### src/rtl/calc_pkg.sv
// calc_pkg: key codes, operator encodings and entry FSM states shared by the calculator keypad logic
package calc_pkg;
  localparam logic [3:0] KEY_ADD = 4'hA, KEY_SUB = 4'hB, KEY_EQ = 4'hC, KEY_CE = 4'hD, KEY_AC = 4'hE;
  localparam logic [1:0] OP_NONE = 2'b00, OP_ADD = 2'b01, OP_SUB = 2'b10;
  typedef enum logic [1:0] {S_OP1 = 2'd0, S_OP2 = 2'd1, S_CALC = 2'd2, S_RESULT = 2'd3} state_t;
  function automatic logic [1:0] key_op(input logic [3:0] k);
    return k == KEY_SUB ? OP_SUB : OP_ADD;
  endfunction
endpackage

### src/rtl/bcd_digit_shift.sv
// bcd_digit_shift: 4-digit BCD operand register with digit counter; clear beats load beats shift-in
module bcd_digit_shift #(
  parameter int MAX_DIGITS = 4
) (
  input  logic        clk,
  input  logic        clear_n,
  input  logic        clr,
  input  logic        ld,
  input  logic [15:0] ld_val,
  input  logic [2:0]  ld_cnt,
  input  logic        shift,
  input  logic [3:0]  digit,
  output logic [15:0] val,
  output logic [2:0]  cnt
);
  localparam logic [2:0] MAX_CNT = 3'(MAX_DIGITS);
  always_ff @(posedge clk or negedge clear_n)
    if (!clear_n) begin
      val <= '0;
      cnt <= '0;
    end else if (clr) begin
      val <= '0;
      cnt <= '0;
    end else if (ld) begin
      val <= ld_val;
      cnt <= ld_cnt;
    end else if (shift && cnt < MAX_CNT) begin
      val <= {val[11:0], digit};
      cnt <= cnt + 3'd1;
    end
endmodule

### src/rtl/calc_key_entry.sv
// calc_key_entry: keypad entry FSM assembling two BCD operands for the ALU and latching its result
module calc_key_entry
  import calc_pkg::*;
#(
  parameter int MAX_DIGITS = 4
) (
  input  logic        clk,
  input  logic        clear_n,
  input  logic [3:0]  key_code,
  input  logic        key_valid,
  output logic        key_ready,
  input  logic [15:0] alu_bcd_out,
  input  logic        alu_special,
  output logic [15:0] bcd1,
  output logic [15:0] bcd2,
  output logic [1:0]  op_selected,
  output logic [15:0] disp_bcd,
  output logic        disp_neg,
  output logic [1:0]  entry_state
);
  state_t      state;
  logic [15:0] res_bcd;
  logic        res_neg;
  logic [2:0]  cnt1, cnt2, cnt;
  logic        acc, is_dig, is_op, res_go, full_clr;
  logic        b1_clr, b1_ld, b1_shift, b2_clr, b2_shift;
  assign key_ready = state != S_CALC;
  assign acc = key_valid && key_ready;
  assign is_dig = key_code <= 4'd9;
  assign is_op = key_code == KEY_ADD || key_code == KEY_SUB;
  // a negative result cannot seed a new operand, so only digits or operators on a positive result leave S_RESULT
  assign res_go = acc && state == S_RESULT && (is_dig || (is_op && !res_neg));
  assign full_clr = acc && (key_code == KEY_AC || (state == S_RESULT && key_code == KEY_CE));
  assign b1_clr = full_clr || (acc && state == S_OP1 && key_code == KEY_CE);
  assign b1_ld = res_go;
  assign b1_shift = acc && state == S_OP1 && is_dig;
  assign b2_clr = full_clr || res_go || (acc && ((state == S_OP2 && key_code == KEY_CE) || (state == S_OP1 && is_op)));
  assign b2_shift = acc && state == S_OP2 && is_dig;
  bcd_digit_shift #(.MAX_DIGITS(MAX_DIGITS)) u_op1 (
    .clk(clk), .clear_n(clear_n), .clr(b1_clr), .ld(b1_ld),
    .ld_val(is_dig ? {12'h000, key_code} : res_bcd), .ld_cnt(is_dig ? 3'd1 : 3'd0),
    .shift(b1_shift), .digit(key_code), .val(bcd1), .cnt(cnt1)
  );
  bcd_digit_shift #(.MAX_DIGITS(MAX_DIGITS)) u_op2 (
    .clk(clk), .clear_n(clear_n), .clr(b2_clr), .ld(1'b0),
    .ld_val(16'h0000), .ld_cnt(3'd0),
    .shift(b2_shift), .digit(key_code), .val(bcd2), .cnt(cnt2)
  );
  always_ff @(posedge clk or negedge clear_n)
    if (!clear_n) begin
      state <= S_OP1;
      op_selected <= OP_NONE;
      res_bcd <= '0;
      res_neg <= 1'b0;
    end else if (full_clr) begin
      state <= S_OP1;
      op_selected <= OP_NONE;
      res_bcd <= '0;
      res_neg <= 1'b0;
    end else if (state == S_CALC) begin
      res_bcd <= alu_bcd_out;
      res_neg <= alu_special;
      state <= S_RESULT;
    end else if (acc) begin
      case (state)
        S_OP1: if (is_op) begin
          op_selected <= key_op(key_code);
          state <= S_OP2;
        end
        S_OP2: if (is_op) op_selected <= key_op(key_code);
          else if (key_code == KEY_EQ) state <= S_CALC;
        default: if (res_go) begin
          op_selected <= is_dig ? OP_NONE : key_op(key_code);
          state <= is_dig ? S_OP1 : S_OP2;
        end
      endcase
    end
  assign cnt = state == S_OP1 ? cnt1 : cnt2;
  assign disp_bcd = state == S_OP1 ? bcd1 : state == S_OP2 ? (cnt != 3'd0 ? bcd2 : bcd1) : res_bcd;
  assign disp_neg = state[1] && res_neg;
  assign entry_state = state;
endmodule

### config.mk
export PLATFORM = sky130hd
export DESIGN_NAME = calc_key_entry
export DESIGN_NICKNAME = d
export VERILOG_FILES = /design/src/rtl/calc_pkg.sv /design/src/rtl/bcd_digit_shift.sv /design/src/rtl/calc_key_entry.sv
export SDC_FILE = /design/constraint.sdc
export NUM_CORES = 1
export LEC_CHECK = 0
export BUFFER_PORTS_ARGS = -buffer_cell sky130_fd_sc_hd__buf_2
export CELL_PAD_IN_SITES_DETAIL_PLACEMENT = 1
export CELL_PAD_IN_SITES_GLOBAL_PLACEMENT = 2
export CORE_MARGIN = 5
export CORE_UTILIZATION = 32
export DETAILED_ROUTE_END_ITERATION = 6
export PLACE_DENSITY = 0.87
export SYNTH_ARGS = -nofsm -noshare
export SYNTH_HDL_FRONTEND = slang
export SYNTH_SLANG_ARGS = --single-unit
### constraint.sdc
create_clock -name clk -period 3.2 [get_ports clk]
set_input_delay 0.16 -clock clk [delete_from_list [all_inputs] [get_ports clk]]
set_output_delay 0.16 -clock clk [all_outputs]
set_load 0.02 [all_outputs]
==> flow_summary.json, run 1 <==
{
  "p_leak_nw": 2.03,
  "nFillCells": 1264,
  "hp-class": "input port to asynchronous set/reset pin",
  "drt_iter0_drc": 175,
  "via_count": 2966,
  "slew_headroom_pct": 28.7,
  "slew_viol_final": 0,
  "post-place-ws_ns": 0.583,
  "grt_pass1_vias": 3109,
  "setup_viol": 0,
  "cp.required_ns": 3.39,
  "max_cap_violations": 0,
  "antenna_found_initial": 0,
  "core-area_um2": 10300,
  "yosysMostFrequentCell": "dfrtp_1",
  "critPathCaptureType": "flip-flop",
  "clk_latency_ns": 0.35,
  "fin_skew_ns": 0.0159,
  "critPathLaunchType": "flip-flop",
  "first_pass_iters": 5,
  "antenna_cells": 0,
  "ys_top_cells_by_count": "dfrtp_1 (59), nand2_1 (50), nor2_1 (47), mux2i_1 (37), a21oi_1 (34)",
  "synthDistinctLibCells": 46,
  "wl_per_cell_um": 18.1,
  "numClockSinks": 59,
  "grt_start_max_net_pins": 47,
  "vias_per_cell": 5.17,
  "num_rows": 37,
  "synth_flop_cell": "dfrtp_1",
  "fin_setup_tns_ns": 0,
  "die_x_um": 112,
  "max_freq_ghz": 0.384,
  "cts.reportedPaths.clkPinSlew_ns": 0.08,
  "rsz0062_at_grt": "no",
  "crit_type": "flip-flop to flip-flop",
  "worst_pin_slew_ns": 1.07,
  "syn_avg_cell_area_um2": 9.18,
  "die_h_um": 112,
  "synthToLayoutAreaGrowth_pct": 19.3,
  "status": "completed",
  "drc": 0,
  "root_buffer": "clkbuf_8",
  "hpwlAfterDp_mm": 7.54,
  "start_util_pct": 32.6,
  "ys_async_sr_fraction_pct": 100,
  "peakVddDrop_uv": 374,
  "post-synth-top-area-cell": "dfrtp_1",
  "post-cts-setup-buffers": 0,
  "ys_warn_count": 0,
  "drive_gt1_share_pct": 25.1,
  "io_pins": 78,
  "gp_congestion": 0.828,
  "synthTopCellsByArea": "dfrtp_1 (44%), mux2i_1 (11%), nand2_1 (5.6%), nor2_1 (5.3%), a21oi_1 (5.1%)",
  "cts_max_path_buffers": 2,
  "yosys_register_bits": 59,
  "finalHoldViolCount": 0,
  "syn-num-nets": 397,
  "synthDominantCellAreaShare_pct": 44.0,
  "numPortBuffers": 77,
  "cp.arrival_ns": 2.79,
  "drt_wl_total_mm": 10.4,
  "post-route-util_pct": 38.9,
  "nNetsFinal": 465,
  "min_period_ns": 2.60,
  "syn-instance-count": 365,
  "cts_made_buffers": 9,
  "cts_tree": "yes",
  "ctsHtreeMaxLevel": 3,
  "ant_nets": 0,
  "hold_buffers": 0,
  "path_max_fanout": 19,
  "cts_resized": 0,
  "die_area_um2": 12600,
  "timing.hold.ws_ns": 0.0110,
  "synth_edf_count": 0,
  "grt_overflow_total": 0,
  "fin_ws_ns": 0.598,
  "period_share_pct": 81.3,
  "track_usage_pct": 16.9,
  "syn_area_um2": 3350,
  "pwr_density_cell_nw_per_um2": 1170,
  "seq_area_frac_synth_pct": 44.0,
  "grt_pass1_wl_mm": 17.1
}
metrics by stage:
step,cell area [um2],cells,total power [mW]
after detailed placement,3800,558,4.01
final,4000,574,4.67
after floorplan,3350,365,3.11
after global routing,4000,574,5.02
after global placement,3800,558,3.93
after CTS,4000,574,4.72
layer usage:
layer / vias to the layer above / routed length, um / GRT usage [%]
met5: - / 0 / 0
met4: 0 / 195 / 6.73
met3: 16 / 499 / 2.80
met2: 69 / 4730 / 25.5
met1: 1460 / 4940 / 24.2
li1: 1421 / - / -
placed cells by master (no fill, tap or decap), drive strengths merged, types with 2 or more instances in the layout:
master,instances
dfrtp,59
nand3,18
mux2i,37
clkbuf,9
o311ai,2
inv,9
nor2b,3
a311oi,12
o21ai,21
ha,8
clkinv,3
a211oi,2
nand2,50
a31oi,5
a21oi,35
nor2,47
nor3b,2
o221ai,2
buf,84
nor3,3
o21a,2
nand3b,2
nand2b,4
clkinvlp,2
o31ai,2
path summary, 6_finish.rpt:
path / from / end / slack [ns] / depth (start not counted)
worst min-delay path: clear_n / res_bcd[11]$_DFFE_PN0P_ / 0.01 / 1
worst max register to register: entry_state[0]$_DFFE_PN0P_ / u_op2.val[6]$_DFFE_PN0P_ / 0.60 / 6
max in group asynchronous: clear_n / u_op2.val[8]$_DFFE_PN0P_ / 2.45 / 2
worst max-delay path: entry_state[0]$_DFFE_PN0P_ / u_op2.val[6]$_DFFE_PN0P_ / 0.60 / 6
worst min register to register: op_selected[1]$_DFFE_PN0P_ / op_selected[1]$_DFFE_PN0P_ / 0.49 / 1
min in group clk: alu_bcd_out[13] / res_bcd[13]$_DFFE_PN0P_ / 0.01 / 3
state kept, by name, summed over array words and instances (netlist names):
register	count
res_bcd	16
u_op1.val	16
u_op2.val	16
u_op1.cnt	3
u_op2.cnt	3
entry_state	2
op_selected	2
res_neg	1
critical path, cell delays in order (launching register included):
cell	delay, ns
dfrtp_1	0.41
inv_1	0.11
ha_1	0.22
nand2b_1	0.33
or4_1	1.00
mux2i_1	0.31
nor2_1	0.06
kinds of logic after synthesis:
| logic type | count (synthesis) | synth area share (%) |
|---|---|---|
| muxes | 38 | 11.4 |
| xor gates and xnor gates | 1 | 0.261 |
| DFF | 59 | 44.0 |
| buffers and inverters | 35 | 5.75 |
| and+or+nand+nor | 135 | 17.5 |
| AOI/OAI and AO/OA | 89 | 18.0 |
| adders and majority gates | 8 | 2.99 |
final cells by class:
type | instances | area [um2] | share of cell area [%]
Tap cell | 136 | 170 | 4.25
Sequential cell | 59 | 1480 | 36.9
Multi-Input combinational cell | 271 | 1690 | 42.1
Clock inverter | 7 | 76.3 | 1.91
Timing Repair Buffer | 84 | 438 | 10.9
Inverter | 8 | 30.0 | 0.751
Clock buffer | 9 | 124 | 3.10
power by group:
group	switching (mW)	internal, mW	total, mW	leakage, nW
logic	1.63	0.906	2.53	1.18
clock network	0.322	0.363	0.684	0.0958
registers	0.384	1.07	1.45	0.754
Power figures use the tool's default switching activity.
==> run 2: changes to the inputs <==
--- a/config.mk
+++ b/config.mk
@@ -5,13 +5,14 @@
 export SDC_FILE = /design/constraint.sdc
 export NUM_CORES = 1
 export LEC_CHECK = 0
+export ABC_AREA = 1
 export BUFFER_PORTS_ARGS = -buffer_cell sky130_fd_sc_hd__buf_2
 export CELL_PAD_IN_SITES_DETAIL_PLACEMENT = 1
 export CELL_PAD_IN_SITES_GLOBAL_PLACEMENT = 2
 export CORE_MARGIN = 5
-export CORE_UTILIZATION = 32
+export CORE_UTILIZATION = 31
 export DETAILED_ROUTE_END_ITERATION = 6
-export PLACE_DENSITY = 0.87
+export PLACE_DENSITY = 0.88
 export SYNTH_ARGS = -nofsm -noshare
 export SYNTH_HDL_FRONTEND = slang
 export SYNTH_SLANG_ARGS = --single-unit
==> constraint.sdc (replaced) <==
create_clock -name clk -period 2.5 [get_ports clk]
set_input_delay 0.125 -clock clk [delete_from_list [all_inputs] [get_ports clk]]
set_output_delay 0.125 -clock clk [all_outputs]
set_load 0.02 [all_outputs]
==> flow_summary.json, run 2 <==
{
  "timing.hold.ws_ns": 0.180,
  "final_cell_mix": "nand2_1 (97), buf_2 (77), dfrtp_1 (58), inv_1 (56)",
  "synthDominantCellAreaShare_pct": 43.4,
  "ys_async_sr_fraction_pct": 100,
  "drc": 0,
  "grt_pass1_vias": 3355,
  "critPathLaunchType": "flip-flop",
  "setup_viol": 0,
  "vias_per_cell": 4.80,
  "grt_start_max_net_pins": 36,
  "yosysMostFrequentCell": "nand2_1",
  "min_period_ns": 2.31,
  "internal-power_mw": 2.89,
  "ant_nets": 0,
  "hp-class": "input port to flip-flop",
  "ys_top_cells_by_count": "nand2_1 (97), dfrtp_1 (59), inv_1 (58), o21ai_0 (54), a21oi_1 (53)",
  "syn_area_um2": 3410,
  "period_share_pct": 92.4,
  "synthTopCellsByArea": "dfrtp_1 (43%), nand2_1 (11%), o21ai_0 (7.9%), a21oi_1 (7.8%), inv_1 (6.4%)",
  "reg2reg_depth": 9,
  "placed_area_um2": 3930,
  "r2r_start": "entry_state[0]$_DFFE_PN0P_",
  "switching_share_pct": 50.4,
  "max_cap_violations": 0,
  "reg2reg_slack_ns": 0.22,
  "reg.largest.list": "res_bcd: 16 flops, u_op1.val: 16 flops, u_op2.val: 16 flops",
  "gp_congestion": 0.859,
  "dp_cells": 642,
  "comb_power_share_pct": 57.4,
  "track_usage_pct": 17.3,
  "fin_area_um2": 4340,
  "max_freq_ghz": 0.433,
  "ys_warn_count": 0,
  "p_total_mw": 5.82,
  "hold_depth": 3,
  "worst_pin_slew_ns": 0.959,
  "die_h_um": 115,
  "cp.arrival_ns": 2.18,
  "synth_edf_count": 0,
  "die_x_um": 115,
  "cp.required_ns": 2.38,
  "wl_per_cell_um": 16.1,
  "r2r-end": "u_op1.val[8]$_DFFE_PN0P_",
  "numClockSinks": 59,
  "nFillCells": 1347,
  "synth_flop_cell": "dfrtp_1",
  "min_from": "key_code[3]",
  "numPortBuffers": 77,
  "antenna_cells": 0,
  "p_leak_nw": 2.14,
  "drt_iter0_drc": 209,
  "drive_gt1_share_pct": 27.9,
  "via_count": 3252,
  "cts_tree": "yes",
  "cts.reportedPaths.clkPinSlew_ns": 0.07,
  "status": "completed",
  "power_frac_seq_pct": 27.5,
  "stdcell_count": 678,
  "layout_commonest_cell": "nand2_1",
  "nNetsFinal": 565,
  "synthToLayoutAreaGrowth_pct": 27.4,
  "drt_wl_total_mm": 10.9,
  "syn_avg_cell_area_um2": 7.81,
  "switchingPower_mw": 2.93,
  "num_rows": 38,
  "slew_headroom_pct": 36.1,
  "io_pins": 78,
  "cts_made_buffers": 9,
  "peakVddDrop_uv": 634,
  "fin_skew_ns": 0.00867,
  "pwr_density_cell_nw_per_um2": 1340,
  "yosys_register_bits": 59,
  "syn-num-nets": 468,
  "cts_max_path_buffers": 2,
  "critPathCaptureType": "primary output",
  "slew_viol_final": 0,
  "grt_pass1_wl_mm": 17.7,
  "ctsHtreeMaxLevel": 3,
  "start_util_pct": 31.6,
  "path_max_fanout": 26,
  "syn-instance-count": 436,
  "core-area_um2": 10800,
  "min_to": "u_op1.val[3]$_DFFE_PN0P_",
  "grt_overflow_total": 0,
  "hpwlAfterDp_mm": 7.95,
  "fin_setup_tns_ns": 0,
  "first_pass_iters": 4,
  "synthDistinctLibCells": 29,
  "post-synth-top-area-cell": "dfrtp_1",
  "die_area_um2": 13200,
  "finalHoldViolCount": 0,
  "root_buffer": "clkbuf_8",
  "power.clock.fraction_pct": 15.1,
  "antenna_found_initial": 0,
  "seq_area_frac_synth_pct": 43.4,
  "crit_type": "flip-flop to primary output",
  "clk_latency_ns": 0.35
}
==> run 2: cell types whose count changed after synthesis, sizes merged, moves of 5 or more <==
cell    change
a21oi      +18
a311oi     -12
a31oi       -5
clkbuf      -6
inv        +55
mux2i      -37
nand2      +52
nand4       +6
nor2       -23
o21ai      +45
or2        +15
==> run 2: layout make-up <==
class,count,area (um2),area share (%)
clock buffers,11,141,3.26
clock inverters,5,52.6,1.21
inverters,63,243,5.59
multi-input cells,297,1590,36.6
flip-flops and latches,59,1480,34.0
well taps,140,175,4.04
repair buffers,103,663,15.3
==> run 2: kinds of logic after synthesis <==
kind of cell,synth area share (%)
adder cells (fa/ha/maj),2.94
AND/OR/NAND/NOR,23.9
AO/OA/AOI/OAI,19.4
XOR/XNOR,0.257
flip-flops,43.4
buffers and inverters,10.1
==> run 2: critical path, cell delays in order (launching register included) <==
cell     delay (ns)
dfrtp_2        0.41
inv_1          0.10
ha_2           0.25
inv_2          0.13
nand2_1        0.13
buf_12         0.19
o21ai_0        0.15
a21oi_1        0.07
a21oi_1        0.19
buf_2          0.20
==> run 2: routing by layer <==
layer  wire length (um)  vias to the layer above  GRT usage (%)
li1                   -                     1598              -
met1               4870                     1570           22.5
met2               5360                       75           29.6
met3                601                        9           3.26
met4                 96                        0           4.46
met5                  0                        -              0
==> run 2: through the flow <==
stage | setup slack (ns) | util, %
finish | 0.190 | 40.2
global route | -0.0132 | 40.2
CTS | 0.0299 | 40.2
detailed placement | 0.198 | 36.4
global placement | 0.297 | 36.4
floorplan | 0.387 | -
==> run 2: worst max path at each step <==
stage / start / end / cells past startpoint
finish: entry_state[0]$_DFFE_PN0P_ / disp_bcd[0] / 9
detailed placement: entry_state[0]$_DFFE_PN0P_ / u_op1.val[10]$_DFFE_PN0P_ / 9
global placement: entry_state[0]$_DFFE_PN0P_ / u_op1.val[12]$_DFFE_PN0P_ / 9
global route: entry_state[0]$_DFFE_PN0P_ / disp_bcd[0] / 9
CTS: entry_state[0]$_DFFE_PN0P_ / disp_bcd[2] / 9
floorplan: entry_state[0]$_DFFE_PN0P_ / disp_bcd[6] / 8
==> run 2: power by group through the flow <==
stage	Clock, mW	Sequential, mW	Combinational (mW)
CTS	0.918	1.60	3.39
detailed placement	0	1.62	3.26
floorplan	0	1.80	1.93
finish	0.881	1.60	3.34
global route	0.961	1.66	3.72
global placement	0	1.60	3.20
==> run 2: timing repair <==
action,in CTS,in global routing
endpoints found under the hold margin,41,0
endpoints found under the setup margin,11,9
gates resized for setup,3,2
buffers inserted,2,0
hold buffers,18,0
